### src/rtl/operand_fetch.sv
// Operand fetch stage: register file with write-through bypass,
// immediate extension and a single registered operand slot.
module operand_fetch #(
    parameter int DATA_W = 16,
    parameter int AW     = 3,
    parameter int IMM_W  = 6
) (
    input  logic              clk,
    input  logic              rst,
    input  logic              in_valid,
    output logic              in_ready,
    input  logic [AW-1:0]     rs_addr,
    input  logic [AW-1:0]     rt_addr,
    input  logic [IMM_W-1:0]  imm,
    input  logic              use_imm,
    input  logic [1:0]        alu_op_in,
    input  logic              flush,
    input  logic              wb_en,
    input  logic [AW-1:0]     wb_addr,
    input  logic [DATA_W-1:0] wb_data,
    output logic              out_valid,
    input  logic              out_ready,
    output logic [DATA_W-1:0] operand_a,
    output logic [DATA_W-1:0] operand_b,
    output logic [1:0]        alu_op_out
);

    localparam int NREG = 2 ** AW;

    logic [DATA_W-1:0] regs [NREG];
    logic [DATA_W-1:0] rd_a;
    logic [DATA_W-1:0] rd_b;
    logic [DATA_W-1:0] imm_ext;
    logic [DATA_W-1:0] opb;
    logic              wr_hit;
    logic              accept;

    // r0 is never written, so it keeps its reset value of zero
    assign wr_hit = wb_en && (wb_addr != '0);

    always_ff @(posedge clk or posedge rst) begin
        if (rst) begin
            for (int i = 0; i < NREG; i++) begin
                regs[i] <= '0;
            end
        end else if (wr_hit) begin
            regs[wb_addr] <= wb_data;
        end
    end

    always_comb begin
        rd_a = regs[rs_addr];
        rd_b = regs[rt_addr];
        if (wr_hit && (wb_addr == rs_addr)) begin
            rd_a = wb_data;
        end
        if (wr_hit && (wb_addr == rt_addr)) begin
            rd_b = wb_data;
        end
    end

    assign imm_ext = {{(DATA_W - IMM_W){imm[IMM_W-1]}}, imm};
    assign opb     = use_imm ? imm_ext : rd_b;

    assign in_ready = !out_valid || out_ready;
    assign accept   = in_valid && in_ready && !flush;

    always_ff @(posedge clk or posedge rst) begin
        if (rst) begin
            out_valid  <= 1'b0;
            operand_a  <= '0;
            operand_b  <= '0;
            alu_op_out <= 2'b00;
        end else if (flush) begin
            out_valid <= 1'b0;
        end else if (accept) begin
            out_valid  <= 1'b1;
            operand_a  <= rd_a;
            operand_b  <= opb;
            alu_op_out <= alu_op_in;
        end else if (out_ready) begin
            out_valid <= 1'b0;
        end
    end

endmodule

### config.mk
export PLATFORM = sky130hd
export DESIGN_NAME = operand_fetch
export DESIGN_NICKNAME = d
export VERILOG_FILES = /design/src/rtl/operand_fetch.sv
export SDC_FILE = /design/constraint.sdc
export NUM_CORES = 1
export LEC_CHECK = 0
export ABC_AREA = 1
export CORE_MARGIN = 1
export CORE_UTILIZATION = 40
export CTS_CLUSTER_SIZE = 30
export DETAILED_ROUTE_END_ITERATION = 8
export GPL_ROUTABILITY_DRIVEN = 0
export PLACE_DENSITY = 0.64
export RECOVER_POWER = 50
export SLEW_MARGIN = 40
export SYNTH_ARGS = -nofsm -noshare
export SYNTH_HDL_FRONTEND = slang
export SYNTH_SLANG_ARGS = --single-unit
### constraint.sdc
create_clock -name clk -period 6.84 [get_ports clk]
set_input_delay 1.026 -clock clk [delete_from_list [all_inputs] [get_ports clk]]
set_output_delay 1.026 -clock clk [all_outputs]
set_load 0.02 [all_outputs]
==> reports/metrics.yaml, run 1 <==
yosys:
  synth_mux_area_frac: 0
  syn_area_per_cell_um2: 7.40
  synthTopCellsByArea: "dfrtp_1 (47%), nand2_1 (15%), nand3_1 (11%), o21ai_0 (7.3%), nor2_1 (4.2%)"
  synth_seq_cells: 163
  synth_area_leader_cell: "dfrtp_1"
  synth_area_um2: 8690
  yosys_warnings: 0
  postSynthNetCount: 1214
  synth_top_family_by_area: "simple AND/OR/NAND/NOR gates"
  synth-xor-area-share: 0.00489
  yosys.cell_types.count: 26
  yosysTopAreaCellShare: 0.469
  yosys.area_share.simple: 0.329
  synth_cells: 1174
  synth-compound-area-share: 0.124
  ys_seq_area_frac: 0.469
  synth_adder_area_share: 0
critical_path:
  startpoint_type: "primary input"
  cpMaxStageDelayCell: "clkbuf_1"
  cp_slowest_stage_delay_ps: 1200
  arrival_ps: 4760
  regToRegSetupSlack_ps: 3070
  critPathMaxFanout: 32
  r2r_cells: 7
  r2r_end: "operand_b[6]$_DFFE_PP0P_"
  cp.required_ps: 7140
  crit_type: "in -> reg"
  path_cells: "dlygate4sd3_1 -> nor2_1 -> nor3_4 -> clkbuf_1 -> inv_1 -> a21oi_2 -> a21oi_1"
  reg2reg_from: "out_valid$_DFFE_PP0P_"
  end_kind: "flip-flop"
worst_hold_path:
  hp-class: "reg -> reg"
  hold_end: "regs[114]$_DFFE_PP0P_"
  hp-start: "regs[114]$_DFFE_PP0P_"
  min_path_cells: 0
sta:
  fmax_ghz: 0.224
  setup_viol: 0
  slew_headroom: -0.185
  clock_skew_ps: 8.99
  worst_slew_pin_slew_ps: 1780
  slew_viol_final: 113
  setup_tns_ps: 0
  post-route-period-util: 0.653
  finalHoldViolCount: 0
  period_minus_slack_ps: 4470
  holdWs_ps: 399
  rsz0062_at_grt: "false"
routing:
  drt_iter0_markers: 908
  wl_per_cell_um: 19.0
  drtPass1Iterations: 7
  vias: 8170
  wl_mm: 28.0
  drcViolationCount: 0
  antenna_left: 0
  avgViaCountPerCell: 5.56
finish:
  fin_area_um2: 9960
  layout-drive-gt1-share: 0.0653
  antenna_cells: 0
  syn_to_final_growth_pct: 14.6
  fin_util: 0.471
  fill_cells: 2095
  nets: 1222
power_and_ir_drop:
  p_leak_uw: 0.00452
  powerDensity_nw_per_um2: 276
  vdd_drop_max_v: 0.000176
  power.total_uw: 2750
place:
  dp_hpwl_mm: 17.4
  port_buffers: 75
  dpl-instance-area_um2: 9440
floorplanning:
  fp.dieW_um: 149
  start_util: 0.411
  die_h_um: 149
  die-area_um2: 22300
  rows: 53
  fp.coreArea_um2: 21200
  ios: 76
global_route:
  busiest_layer: "met2"
  antenna_found_initial: 0
  use_met1: 0.375
  grt_max_degree: 103
  grt-ovfl-total: 0
  met3_usage: 0.0643
  met2_usage: 0.378
  grtUsageTotal: 0.258
  grt_pass1_wl_mm: 43.3
  grt_pass1_vias: 7443
clock_tree:
  cts_root_buf: "clkbuf_16"
  cts_buffers: 17
  clock_sinks: 163
  ctsHtreeMaxLevel: 4
  holdBufCountCts: 0
  clk-insertion-delay-late_ps: 430
  clk_pin_slew_worst_paths_ps: 60
  cts_tree: "built"
  cts.repair.resized: 0
  clk_path_buf_depth: 2
  post_cts_buffers: 0
job:
  maxCapViolCount: 4
run_status:
  violations: "max-capacitance violations, max-slew violations"
  status: "finished with violations"
==> state kept, by name (all words and copies together), names as in the netlist <==
register,count
alu_op_out,2
regs,128
operand_a,16
operand_b,16
out_valid,1
==> worst max path at each step <==
| stage | to | slack (ps) | start | cells after the start |
|---|---|---|---|---|
| global route | operand_b[6]$_DFFE_PP0P_ | 2140 | out_ready | 7 |
| detailed placement | operand_b[1]$_DFFE_PP0P_ | 3050 | rt_addr[1] | 11 |
| CTS | operand_b[1]$_DFFE_PP0P_ | 3500 | rt_addr[1] | 11 |
| floorplan | alu_op_out[0]$_DFFE_PP0P_ | 1410 | rst | 1 |
| finish | operand_b[6]$_DFFE_PP0P_ | 2370 | out_ready | 7 |
| global placement | operand_b[1]$_DFFE_PP0P_ | 3100 | rt_addr[1] | 11 |
==> final cells by class <==
type | instances | area [µm²] | area share
sequential | 163 | 4080 | 0.409
multi-input combinational | 867 | 4000 | 0.402
timing repair buffer | 88 | 831 | 0.0834
clock buffer | 23 | 468 | 0.0470
tap | 275 | 344 | 0.0345
inverter | 45 | 184 | 0.0185
clock inverter | 9 | 56.3 | 0.00565
==> cells in the final DEF (no fill, tap or decap) <==
| cell type | synthesis | routed |
|---|---|---|
| a21oi_1 | 29 | 28 |
| a21oi_2 | 5 | 6 |
| a21oi_4 | 1 | 1 |
| buf_2 | 26 | 1 |
| buf_4 | 9 | 11 |
| buf_6 | 3 | 1 |
| clkbuf_1 | 60 | 7 |
| clkbuf_16 | 0 | 17 |
| clkbuf_8 | 0 | 2 |
| clkdlybuf4s50_1 | 0 | 68 |
| clkinv_1 | 1 | 1 |
| clkinv_2 | 0 | 5 |
| clkinvlp_4 | 0 | 3 |
| dfrtp_1 | 163 | 163 |
| dlygate4sd3_1 | 0 | 4 |
| inv_1 | 36 | 36 |
| inv_2 | 7 | 4 |
| inv_4 | 1 | 3 |
| inv_6 | 0 | 1 |
| inv_8 | 0 | 1 |
| nand2_1 | 351 | 350 |
| nand2_2 | 0 | 1 |
| nand3_1 | 195 | 195 |
| nand3_2 | 10 | 10 |
| nand3_4 | 1 | 1 |
| nand4_4 | 1 | 1 |
| nor2_1 | 98 | 98 |
| nor2_2 | 7 | 7 |
| nor3_1 | 0 | 1 |
| nor3_4 | 0 | 1 |
| o211ai_1 | 22 | 22 |
| o21ai_0 | 126 | 126 |
| o21ai_1 | 15 | 15 |
| xnor2_1 | 3 | 3 |
| xnor2_4 | 0 | 1 |
==> synthesized netlist by cell type <==
| master | count |
|---|---|
| nor3_2 | 2 |
| a21oi_1 | 29 |
| clkbuf_1 | 60 |
| inv_1 | 36 |
| nor2_2 | 7 |
| buf_6 | 3 |
| nand2_1 | 351 |
| o21ai_1 | 15 |
| inv_4 | 1 |
| buf_4 | 9 |
| a21oi_2 | 5 |
| nand3_2 | 10 |
| o21ai_0 | 126 |
| nor2_1 | 98 |
| nand3_4 | 1 |
| inv_2 | 7 |
| buf_1 | 1 |
| nand4_4 | 1 |
| xnor2_2 | 1 |
| buf_2 | 26 |
| xnor2_1 | 3 |
| a21oi_4 | 1 |
| o211ai_1 | 22 |
| clkinv_1 | 1 |
| nand3_1 | 195 |
| dfrtp_1 | 163 |
==> per-layer routing <==
metal | routed length [µm] | vias up
li1 | - | 3866
met4 | 425 | 0
met1 | 12700 | 3849
met5 | 0 | -
met3 | 2690 | 33
met2 | 12200 | 422
==> critical path: cells and delay by family <==
family	cells	cell delay (ps)
buf+inv	3	2680
compound gates	2	840
simple gates	2	170
==> stage by stage <==
stage / setup slack, ps / instances
2_1_floorplan: 1410 / 1174
3_3_place_gp: 3100 / 1438
3_5_place_dp: 3050 / 1438
4_1_cts: 3500 / 1470
5_1_grt: 2140 / 1470
6_report: 2370 / 1470
==> report_power, final <==
part	total [µW]	switching, µW	internal (µW)
sequential	1260	126	1130
clock	869	388	481
combinational	626	380	246
==> cell families (layout without fill, tap and decap cells) <==
family	Yosys count	in the layout
AOI/OAI and AO/OA	198	198
xor gates and xnor gates	4	4
buffers and inverters	144	165
DFF	163	163
and+or+nand+nor	665	665
Power figures use the tool's default switching activity.
==> run 2: changes to the inputs <==
Settings changed: PLACE_DENSITY 0.64 to 0.66.
Clock period 6.84 ns to 3.7 ns, I/O delays scaled along.
==> run 2 against run 1 <==
  * The flow now finishes without violations
  * Global-route usage increased by 1.2 points
  * Register-to-register slack got worse by 1400 ps
  * Clock skew decreased by 1.4 ps
  * Combinational power increased by 85%
  * First-iteration DRC count increased by 11%
  * Sequential share of layout area decreased by 0.91 points
  * Sequential power increased by 85%
==> reports/metrics.yaml, run 2 (synthesis results as in run 1) <==
run_status:
  status: "completed"
finish:
  final_cells: 1482
  fin_util: 0.482
  reg.largest.list: "regs x128, operand_a x16, operand_b x16"
  antenna_cells: 0
  fill_cells: 2042
  ff_latch_area_um2: 4080
  final_cell_mix: "nand2_1 (351), nand3_1 (195), dfrtp_1 (163)"
  largest_register_ffs: 128
  syn_to_final_growth_pct: 17.2
  nets: 1235
  final_common_cell: "nand2_1"
  layout-drive-gt1-share: 0.0795
  multi_input_area_um2: 4000
  regMostFlops: "regs"
sta:
  rsz0062_at_grt: "false"
  clock_skew_ps: 7.60
  period_minus_slack_ps: 2510
  setup_tns_ps: 0
  fmax_ghz: 0.399
  finalHoldViolCount: 0
  holdWs_ps: 401
  slew_headroom: 0.0780
  worst_slew_pin_slew_ps: 1380
  slew_viol_final: 0
  setup_viol: 0
  post-route-period-util: 0.678
place:
  port_buffers: 75
  dp_hpwl_mm: 17.3
  place_inst: 1451
critical_path:
  cp.depth: 4
  path_cells: "dlygate4sd3_1 -> nor2_1 -> inv_1 -> clkdlybuf4s50_1"
  critPathLaunch: "out_ready"
  endpoint: "in_ready"
  cp.required_ps: 3140
  cpMaxStageDelayCell: "clkdlybuf4s50_1"
  end_kind: "primary output"
  crit_type: "in -> out"
  r2r_end: "operand_b[15]$_DFFE_PP0P_"
  regToRegSetupSlack_ps: 1710
  cp_slowest_stage_delay_ps: 550
  arrival_ps: 1950
  r2r_cells: 7
  startpoint_type: "primary input"
  crit_family: "buffers and inverters"
  reg2reg_from: "out_valid$_DFFE_PP0P_"
  path_buf_inv: 3
  critPathMaxFanout: 2
routing:
  drtPass1Iterations: 8
  wl_per_cell_um: 19.4
  vias: 8363
  avgViaCountPerCell: 5.64
  antenna_left: 0
  wl_mm: 28.8
  drcViolationCount: 0
  drt_iter0_markers: 1007
power_and_ir_drop:
  vdd_drop_max_v: 0.000312
  powerDensity_nw_per_um2: 530
  p_leak_uw: 0.00464
worst_hold_path:
  hp-class: "reg -> reg"
clock_tree:
  post_cts_buffers: 0
  clk_path_buf_depth: 2
  cts_buffers: 17
  ctsHtreeMaxLevel: 4
  cts.repair.resized: 0
  holdBufCountCts: 0
  cts_root_buf: "clkbuf_16"
  clk-insertion-delay-late_ps: 440
  cts_tree: "built"
  clk_pin_slew_worst_paths_ps: 60
  clock_sinks: 163
floorplanning:
  rows: 53
  ios: 76
  die_h_um: 149
  start_util: 0.411
  fp.coreArea_um2: 21200
  die-area_um2: 22300
  fp.dieW_um: 149
global_route:
  grt_pass1_wl_mm: 45.2
  grt_pass1_vias: 7870
  grt-ovfl-total: 0
  grtUsageTotal: 0.269
  antenna_found_initial: 0
  grt_max_degree: 57
job:
  maxCapViolCount: 0
## run 2: cell types whose count changed in the layout (fill, tap and decap cells not counted), sizes merged, moves of 2 or more
cell | previous run | this run
buf | 13 | 26
clkbuf | 26 | 21
bufinv | 0 | 4
clkdlybuf4s50 | 68 | 71
clkinv | 6 | 4
dlygate4sd3 | 4 | 2
## run 2: how the worst min path moves through the flow
stage,from,end,slack [ps],cells after the start
floorplan,regs[114]$_DFFE_PP0P_,regs[114]$_DFFE_PP0P_,440,1
global placement,regs[114]$_DFFE_PP0P_,regs[114]$_DFFE_PP0P_,390,0
detailed placement,regs[118]$_DFFE_PP0P_,regs[118]$_DFFE_PP0P_,390,0
CTS,regs[118]$_DFFE_PP0P_,regs[118]$_DFFE_PP0P_,400,0
global route,regs[118]$_DFFE_PP0P_,regs[118]$_DFFE_PP0P_,410,0
finish,regs[114]$_DFFE_PP0P_,regs[114]$_DFFE_PP0P_,400,0
## run 2: report_power, final
part	total [µW]	internal, µW	leakage [µW]	switching [µW]
Sequential	2330	2090	0.00203	246
Combinational	1160	465	0.00231	693
Clock	1910	1160	0.000302	750
## run 2: worst register-to-register path: stages (launching register included)
cell     delay, ps
dfrtp_1        350
inv_1           40
nor2_1         200
nor3_4          50
inv_1          770
a21oi_1         80
buf_4          260
a21oi_1        160
## run 2: layer usage
metal	wire (µm)	part of all wire	vias to the layer above	GRT usage
li1	-	-	3889	-
met5	0	0	-	0
met2	12500	0.44	476	0.394
met3	2990	0.10	68	0.0591
met1	12300	0.43	3930	0.381
met4	916	0.032	0	0.119
## run 2: stage by stage
stage / worst slack, ps / instance area (µm²) / total power (µW)
3_3_place_gp: 885 / 9570 / 3480
6_report: 1190 / 10200 / 5410
3_5_place_dp: 890 / 9590 / 3510
2_1_floorplan: 1070 / 8700 / 3040
4_1_cts: 1330 / 10200 / 5410
5_1_grt: 1030 / 10200 / 5670
## run 2: area by class of cell
type	count	share of cell area
clock inverter	12	0.0176
tap	275	0.0338
inverter	45	0.0169
timing repair buffer	101	0.0949
multi-input combinational	867	0.392
clock buffer	19	0.0444
sequential	163	0.400
==> run 3: changes to the inputs <==
Clock period 3.7 ns to 2.1 ns, I/O delays scaled along.
==> run 3 against run 2 <==
  * Setup slack lost 1100 ps
  * Worst hold slack gained 4.4 ps
  * Largest cell class unchanged
  * Power grew 73%
  * Critical endpoint unchanged
==> reports/metrics.yaml, run 3 (synthesis results as in run 1) <==
critical_path:
  critPathMaxFanout: 2
  arrival_ps: 1640
  regToRegSetupSlack_ps: 550
  crit_type: "reg -> out"
  crit_top_cell: "inv_1"
  cpMaxStageDelayCell: "clkdlybuf4s50_1"
  r2r_end: "operand_b[4]$_DFFE_PP0P_"
  startpoint_type: "flip-flop"
  path_cells: "inv_1 -> nor2_1 -> inv_1 -> clkdlybuf4s50_1"
  end_kind: "primary output"
  r2r_cells: 8
  cp.required_ps: 1780
  cp_slowest_stage_delay_ps: 550
  reg2reg_from: "out_valid$_DFFE_PP0P_"
place:
  port_buffers: 75
  place_inst: 1481
  dp_hpwl_mm: 18.3
clock_tree:
  cts_buffers: 17
  holdBufCountCts: 0
  cts.repair.resized: 0
  clock_sinks: 163
  cts_root_buf: "clkbuf_16"
  ctsHtreeMaxLevel: 4
  clk_pin_slew_worst_paths_ps: 70
  clk-insertion-delay-late_ps: 430
  cts_tree: "built"
  clk_path_buf_depth: 2
  post_cts_buffers: 0
global_route:
  antenna_found_initial: 1
  grt_max_degree: 47
  grtUsageTotal: 0.273
  grt-ovfl-total: 0
  grt_pass1_wl_mm: 45.8
  grt_pass1_vias: 7991
floorplanning:
  start_util: 0.411
  ios: 76
  die-area_um2: 22300
  fp.dieW_um: 149
  die_h_um: 149
  fp.coreArea_um2: 21200
  rows: 53
finish:
  layout-drive-gt1-share: 0.0977
  final_cell_mix: "nand2_1 (351), nand3_1 (195), dfrtp_1 (163)"
  largest_register_ffs: 128
  regMostFlops: "regs"
  nets: 1265
  reg.largest.list: "regs x128, operand_a x16, operand_b x16"
  syn_to_final_growth_pct: 20.8
  antenna_cells: 0
  final_cells: 1513
  final_common_cell: "nand2_1"
routing:
  drt_iter0_markers: 824
  drtPass1Iterations: 6
  drcViolationCount: 0
  avgViaCountPerCell: 5.57
  antenna_left: 0
  vias: 8425
  wl_mm: 28.9
  wl_per_cell_um: 19.1
job:
  maxCapViolCount: 0
worst_hold_path:
  hp-start: "regs[118]$_DFFE_PP0P_"
  hp-class: "reg -> reg"
  hold_end: "regs[118]$_DFFE_PP0P_"
  min_path_cells: 0
sta:
  finalHoldViolCount: 0
  holdWs_ps: 406
  slew_headroom: 0.417
  slew_viol_final: 0
  post-route-period-util: 0.933
  setup_viol: 0
  worst_slew_pin_slew_ps: 870
  period_minus_slack_ps: 1960
  fmax_ghz: 0.510
  rsz0062_at_grt: "false"
  clock_skew_ps: 8.36
power_and_ir_drop:
  power.total_uw: 9350
  vdd_drop_max_v: 0.000497
  powerDensity_nw_per_um2: 890
  p_leak_uw: 0.00481
run_status:
  status: "completed"
[run 3: cell count changes in the layout (fill, tap and decap cells not counted), sizes merged]
cell	delta
clkinv	+2
inv	-1
buf	+24
bufinv	-2
clkbuf	+8
[run 3: worst max path at each step]
| stage | from | end | cells after the start |
|---|---|---|---|
| floorplan | rst | alu_op_out[0]$_DFFE_PP0P_ | 1 |
| global placement | wb_addr[1] | operand_b[13]$_DFFE_PP0P_ | 10 |
| detailed placement | wb_addr[1] | operand_b[13]$_DFFE_PP0P_ | 10 |
| CTS | out_valid$_DFFE_PP0P_ | in_ready | 4 |
| global route | out_valid$_DFFE_PP0P_ | in_ready | 4 |
| finish | out_valid$_DFFE_PP0P_ | in_ready | 4 |
[run 3: layer usage]
metal	routed length, µm	part of all wire	up-vias	GRT usage
met2	13100	0.45	475	0.420
met1	12200	0.42	3944	0.375
li1	-	-	3951	-
met3	2970	0.10	55	0.0601
met4	750	0.026	0	0.101
met5	0	0	-	0
[run 3: per-stage QoR]
step	TNS, ps	util	area (µm²)	worst slack, ps
2_1_floorplan	-46590	-	8700	-286
3_3_place_gp	-8.59	0.472	9980	-8.59
3_5_place_dp	-19.2	0.472	9980	-11.6
4_1_cts	0	0.500	10600	126
5_1_grt	0	0.497	10500	18.0
6_report	0	0.497	10500	140
[run 3: power breakdown]
group / internal, µW / switching (µW)
sequential: 3680 / 428
combinational: 874 / 1230
clock: 1820 / 1310
[run 3: final cells by class]
| cell class | instances | area (µm²) |
|---|---|---|
| timing repair buffer | 131 | 1330 |
| clock buffer | 21 | 460 |
| inverter | 45 | 173 |
| fill | 2071 | 10600 |
| sequential | 163 | 4080 |
| tap | 275 | 344 |
| multi-input combinational | 867 | 4000 |
| clock inverter | 11 | 128 |
[run 3: worst max-delay path, delay by kind of cell, from the launching register on]
kind,cells,cell delay [ps]
simple gates,1,190
flops,1,350
buf+inv,3,680
